### config.mk
export PLATFORM = sky130hd
export DESIGN_NAME = int_exec_issue_arbiter
export DESIGN_NICKNAME = d
export VERILOG_FILES = /design/src/rtl/int_exec_issue_arbiter.sv
export SDC_FILE = /design/constraint.sdc
export NUM_CORES = 1
export LEC_CHECK = 0
export CAP_MARGIN = 20
export CELL_PAD_IN_SITES_DETAIL_PLACEMENT = 1
export CELL_PAD_IN_SITES_GLOBAL_PLACEMENT = 2
export CORE_UTILIZATION = 15
export CTS_CLUSTER_SIZE = 10
export DETAILED_ROUTE_END_ITERATION = 16
export PLACE_DENSITY = 0.9
export SYNTH_ARGS = -nofsm -noshare
export SYNTH_HDL_FRONTEND = slang
export SYNTH_SLANG_ARGS = --single-unit
### constraint.sdc
create_clock -name clk -period 3.6 [get_ports clk]
set_input_delay 1.08 -clock clk [delete_from_list [all_inputs] [get_ports clk]]
set_output_delay 1.08 -clock clk [all_outputs]
set_load 0.03 [all_outputs]
### src/rtl/int_exec_issue_arbiter.sv
// Round-robin issue arbiter for the integer vector execution pipeline.
// It tracks the single result stage, drives the writeback handshake and runs the flush/drain sequence.
module int_exec_issue_arbiter #(
  parameter int NUM_ENTRIES = 4,
  parameter int RID_W       = 2,
  parameter int OP_W        = 8
) (
  input  logic                        clk,
  input  logic                        rst,
  input  logic [NUM_ENTRIES-1:0]      req,
  input  logic [NUM_ENTRIES*OP_W-1:0] req_op,
  output logic [NUM_ENTRIES-1:0]      grant,
  output logic                        issue_valid,
  output logic [RID_W-1:0]            issue_rid,
  output logic [OP_W-1:0]             issue_op,
  output logic                        exec_stall,
  output logic                        wb_valid,
  output logic [RID_W-1:0]            wb_rid,
  input  logic                        wb_ready,
  input  logic                        flush_req,
  output logic                        flush_done,
  output logic                        busy
);

  typedef enum logic {RUN = 1'b0, DRAIN = 1'b1} state_t;

  state_t           state_reg, state_next;
  logic             s1_valid_reg;
  logic [RID_W-1:0] s1_rid_reg;
  logic [RID_W-1:0] ptr_reg;
  logic [RID_W-1:0] ptr_next;
  logic [RID_W-1:0] win_rid;
  logic             issue_en;
  logic [OP_W-1:0]  op_arr [NUM_ENTRIES];

  generate
    for (genvar gi = 0; gi < NUM_ENTRIES; gi++) begin : g_op_slice
      assign op_arr[gi] = req_op[gi*OP_W +: OP_W];
    end
  endgenerate

  assign exec_stall = s1_valid_reg & ~wb_ready;
  assign wb_valid   = s1_valid_reg;
  assign wb_rid     = s1_rid_reg;
  assign busy       = s1_valid_reg | (|req);

  // Reset also masks the combinational grant path so nothing appears to issue while rst is held.
  assign issue_en = ~rst & (state_reg == RUN) & ~exec_stall & ~flush_req;

  always_comb begin
    logic found;
    found   = 1'b0;
    win_rid = '0;
    for (int k = 0; k < NUM_ENTRIES; k++) begin
      logic [RID_W-1:0] idx;
      idx = RID_W'((int'(ptr_reg) + k) % NUM_ENTRIES);
      if (!found && req[idx]) begin
        found   = 1'b1;
        win_rid = idx;
      end
    end
  end

  assign issue_valid = issue_en & (|req);
  assign grant       = issue_valid ? (NUM_ENTRIES'(1) << win_rid) : '0;
  assign issue_rid   = issue_valid ? win_rid : '0;
  assign issue_op    = issue_valid ? op_arr[win_rid] : '0;
  assign ptr_next    = (win_rid == RID_W'(NUM_ENTRIES - 1)) ? '0 : win_rid + RID_W'(1);

  always_comb begin
    state_next = state_reg;
    flush_done = 1'b0;
    case (state_reg)
      RUN: begin
        if (flush_req) state_next = DRAIN;
      end
      DRAIN: begin
        flush_done = ~s1_valid_reg & flush_req;
        if (!flush_req) state_next = RUN;
      end
      default: state_next = RUN;
    endcase
  end

  always_ff @(posedge clk or posedge rst) begin
    if (rst) begin
      state_reg    <= RUN;
      s1_valid_reg <= 1'b0;
      s1_rid_reg   <= '0;
      ptr_reg      <= '0;
    end else begin
      state_reg <= state_next;
      // A new issue replaces the stage even when writeback accepts in the same cycle.
      if (issue_valid) begin
        s1_valid_reg <= 1'b1;
        s1_rid_reg   <= win_rid;
        ptr_reg      <= ptr_next;
      end else if (s1_valid_reg && wb_ready) begin
        s1_valid_reg <= 1'b0;
      end
    end
  end

endmodule

Yosys cells after proc, flatten, opt, wreduce, memory -nomap -nowiden --
Cells that the tools add are included.
Storage, ports and cells: bits in registers 6, latch bits 0, bits in writable memories 0, ROM bits 0, input bits 40, logic and storage cells 64, memories 0
Operators by class: $add $sub $neg 4, multiply operators 0, div/mod/pow operators 0, $lt $le $gt $ge 5, eq/ne operators 1, shift-type cells 1, muxes and demuxes 26, bitwise logic cells 14, reduce and logical (&&, ||, !) cells 9
Operator list (count):
- 2-to-1 mux 8 bit | 3
- binary-select mux 8 bit (select 2 bit) | 1
- < comparator 2 x 3 -> 1 bit (second input constant) | 4
- 2-to-1 mux 2 bit | 6
- 2-to-1 mux 1 bit | 11
- binary-select mux 1 bit (select 2 bit) | 4
- bitwise AND 1 bit | 6
- inverter 1 bit | 6
- adder 2 x 1 -> 2 bit (second input constant) | 2
- adder 2 bit (second input constant) | 2
- logical AND 1 bit | 4
- 2-to-1 mux 4 bit | 1
- OR reduction 4 bit | 1
- left shift 1 x 2 -> 4 bit (first input constant) | 1
- greater-or-equal comparator 3 bit (second input constant) | 1
- logical NOT 1 bit | 3
- inverter 2 -> 3 bit | 1
- == test 2 bit (second input constant) | 1
- nonzero test 2 bit | 1
- bitwise OR 1 bit | 1

Depth between registers and ports, before layout --
depth after elaboration 17, depth in mapped cells 9, gate-level depth less buffers 7

Least setup slack after synthesis --
Ideal clock, no wire load.
kind input-to-output, start point input rst, end point output issue_op[0], data arrival time 2.597 ns, required time 2.520 ns, slack -0.077 ns, stages 5, buffers on the path 0, cells stage by stage or4_1 > or2_4 > clkinv_4 > nand2_2 > o22ai_1
On the way: word-level cells in the longest chain between the ends 6
RTL lines:
- from (decl) | line 9 | input logic rst,
- inverter 1 bit | line 48 | assign issue_en = ~rst & (state_reg == RUN) & ~exec_stall & ~flush_req;
- bitwise AND 1 bit (3 in a row) | line 48
- bitwise AND 1 bit | line 64 | assign issue_valid = issue_en & (|req);
- net issue_valid | line 13 | output logic issue_valid,
- 2-to-1 mux 8 bit | line 67 | assign issue_op = issue_valid ? op_arr[win_rid] : '0;
- to (decl) | line 15 | output logic [OP_W-1:0] issue_op,
The timed path passes the listed nets, and every way through them passes these cells.

Worst setup path after layout --
start point input wb_ready, end point output issue_op[4]
On the way: word-level cells in the longest chain between the ends 7
RTL lines:
- from (decl) | line 19 | input logic wb_ready,
- inverter 1 bit | line 42 | assign exec_stall = s1_valid_reg & ~wb_ready;
- bitwise AND 1 bit | line 42
- inverter 1 bit | line 48
- bitwise AND 1 bit (2 in a row) | line 48
- bitwise AND 1 bit | line 64
- 2-to-1 mux 8 bit | line 67
Every way passes these cells.

==> results summary <==
The headroom to the max-slew limit came out at 78.83%. The first TritonRoute pass finished after 3 iterations. The initial antenna violation count came out at 0. In this run switching power makes up 39.55% of total power. In this run the remaining antenna-violating nets after routing total 0. The most instantiated library cell after synthesis is mux2i_1. The minimum clock period after layout came out at 3.579 ns.

The highest ir drop seen on vdd is 0.0002292 V. The global placement routability congestion came out at 0.6702. For this run, design rule violations remaining after detail routing come to 0.

The total I/O pin count is 61. STA classifies the critical path endpoint as an output pin. The die is 68.24 um tall. For this design, the slowest cell found on the critical path is or4_1. For this design the total switching power over the nets is 0.0002898 W. After layout, the worst setup slack is 0.02097 ns. The overall routed net length is 3178 um. The standard cell core area is 4115 um^2. The clock arrives with 0.003611 ns of skew.

The commonest cells after synthesis are mux2i_1, o22ai_1, dfrtp_1, inv_1, nand2_1. Clock tree synthesis found a total of 6 sinks. The final route contains 898 vias.

The min-delay analysis places its worst path in the category flop to flop. The max-cap violation count came out at 0. Ranked by total cell area, the synthesized netlist is headed by mux2i_1, dfrtp_1, ha_1. The number of nets handed over by synthesis was 118. TritonCTS built the clock tree. The total count of max-transition violations in the final report was 0.

The cell area power density is 400.2 nW/um^2. Among the stages of the critical path, the cell type that occurs most often is buf_6. The initial core utilization came out at 15.99%. Summing every instance area after synthesis gives 658.1 um^2.

The clock network is responsible for 13.8% of the overall power. The placement-stage worst setup slack came out at -0.3727 ns. The via count of the first global-routing pass came to 1033. The total congestion overflow after global routing is 0. The number of buffer cells added on primary ports is 60. Setup violations remaining at the end of the flow were counted as 0. The transition at the pin with the smallest max-transition slack is 0.3087 ns. The worst setup path is of the input pin to output pin kind. The deepest clock path buffer count came out at 2. Traced cell by cell, the critical path runs through buf_6 > nor2b_4 > or4_1 > or2_4 > clkinv_8 > nand2_8 > o22ai_4 > buf_6.

The die width is 68.24 um. The final layout net count came out at 203. The layout cell share with drive strength beyond 1 came out at 50.96%.

The cell taking the most area after synthesis is mux2i_1. CTS built an H-tree with a depth of 1. The required arrival time at the worst endpoint came out at 2.52 ns.

The peak clock frequency supported by timing came out at 0.2794 GHz. Setup repair after global routing could not meet its margin everywhere. The dominant register cell in the synthesized netlist is dfrtp_1. The register bit total from synthesis is 6. Sequential elements use 22.81% of the synthesized area. The power share of the combinational group came out at 71.4%. The number of instances in the synthesized netlist is 74. In this run, distinct cell masters in the synthesized netlist total 25.

In this run the worst path has a maximum fanout of 5. The tree is rooted in a clkbuf_8. The fraction of registers with async set/reset is 100.0%. The floorplan has 23 rows. The maximum single-stage delay on the critical path is 0.52 ns. The flow ran to the end, and the final reports show no timing, DRC or antenna violations.

The number of buffer and inverter stages on the critical path is 3. The synthesis-to-finish area growth is 178.1%. The number of endpoints with negative hold slack in the final report came out at 0. Setup total negative slack on the finished layout was measured at 0 ns. 0 antenna diodes ended up in the layout. TritonCTS created 3 clock buffers. The global-route wire length before repair came out at 4864 um. The static leakage came out at 0.7626 nW. The violation count after the first detailed-routing iteration is 5.

The pin count of the biggest net entering global routing came out at 9. The category of the worst setup path launch point is an input pin. The number of flops mapped to enable cells by yosys came out at 0. The ratio of routed vias to standard cells is 4.338. For the worst setup path, the data arrival time is 2.50 ns. The die footprint came out at 4657 um^2.

Sequential cells burn 14.8% of the power. The insertion delay of the later-clocked pin in the worst-skew pair came out at 0.22 ns. The internal power component came out at 0.0004429 W. The count of warnings emitted by yosys came out at 0. In the final routed layout, each cell accounts on average for 15.35 um. The synthesized area per cell is 8.894 um^2.

The final-layout worst hold slack is 0.4975 ns. The post-route fraction of the period consumed by the critical path is 99.42%. In this run the biggest area consumer among cell types represents 25.86% of the synthesized area.

After clock tree synthesis, the clock-pin slew on the worst setup and hold paths is 0.04 ns. The cell family contributing the most delay on the critical path is simple AND/OR/NAND/NOR gates. The global-route total usage across every layer is 14.70%.
what timing repair did:
item,in CTS,in global routing
hold buffers,0,0
gates cloned,3,0
pin swaps,16,5
endpoints found under the setup margin,16,13
gates resized for setup,73,15
setup buffers,4,1
cells by family (layout without fill, tap and decap cells):
group           after synthesis  count (layout)  synth area share, %
simple gates                 23              24                21.10
mux                          17              17                25.86
compound gates               15              15                15.59
buf+inv                       9              91                7.034
flops                         6               6                22.81
fa+ha+maj                     4               4                7.605
stage by stage:
step	std cells	power [W]	area, um^2	utilization [%]
6_report	207	0.0007327	1831	44.48
5_1_grt	207	0.0007740	1831	44.48
4_1_cts	206	0.0007008	1799	43.72
3_5_place_dp	196	0.0004289	1390	33.78
3_3_place_gp	196	0.0004138	1390	33.78
2_1_floorplan	74	0.0002819	658.1	-
metal layers:
metal  part of all wire [%]  vias up  global-route usage (%)  routed length [um]
li1                       -      432                       -                   -
met1                     35      429                   14.93                1127
met2                     59       33                   28.55                1868
met3                    4.2        4                   2.167                 132
met4                    1.6        0                   7.292                  50
met5                      0        -                       0                   0
layout by cell type (no fill, tap or decap), drive strengths merged:
master	synthesis	final
dlygate4sd2	0	1
nand2	7	8
nand2b	2	2
buf	2	40
a21oi	2	2
clkbuf	0	6
inv	6	6
or4	1	1
a2bb2oi	1	1
mux2i	17	17
a21o	1	1
clkdlybuf4s50	0	37
o32ai	1	1
nor2	5	5
nor2b	1	1
or2	1	1
dfrtp	6	6
o22ai	8	8
and2	4	4
nor3b	1	1
o21ai	2	2
nor4	1	1
ha	4	4
clkinv	1	1
power by group through the flow:
stage	Sequential [W]	Combinational (W)	Clock (W)
after detailed placement	0.000102	0.000327	0
after floorplan	0.000114	0.000168	0
after CTS	0.000102	0.000496	0.000103
after global routing	0.000112	0.000552	0.000110
after global placement	0.000100	0.000314	0
final	0.000109	0.000523	0.000101
worst register-to-register path, stage by stage (launching register included):
cell and delay [ns]:
dfrtp_1 0.40, nor2b_4 0.14, or4_1 0.52, or2_4 0.28
buf_4 0.16, nor2_2 0.13, buf_4 0.13, nor2_1 0.04
final cells by class:
cell class	count	area, um^2
flip-flops and latches	6	150.1
well taps	50	62.56
fillers	453	2285
multi-input cells	60	733.2
clock buffers	3	41.29
repair buffers	81	804.5
inverters	7	38.79
final timing paths:
kind | start | to | slack [ns] | cells after the start
worst max-delay path | wb_ready | issue_op[4] | 0.02 | 8
worst min-delay path | wb_rid[1]$_DFFE_PP0P_ | wb_rid[1]$_DFFE_PP0P_ | 0.50 | 2
worst max register to register | wb_valid$_DFFE_PP0P_ | ptr_reg[0]$_DFFE_PP0P_ | 1.69 | 7
worst min register to register | wb_rid[1]$_DFFE_PP0P_ | wb_rid[1]$_DFFE_PP0P_ | 0.50 | 2
max in group asynchronous | rst | wb_valid$_DFFE_PP0P_ | 2.65 | 2
min in group asynchronous | rst | ptr_reg[1]$_DFFE_PP0P_ | 0.76 | 2
Note: power is estimated with default switching activity, not from simulation.
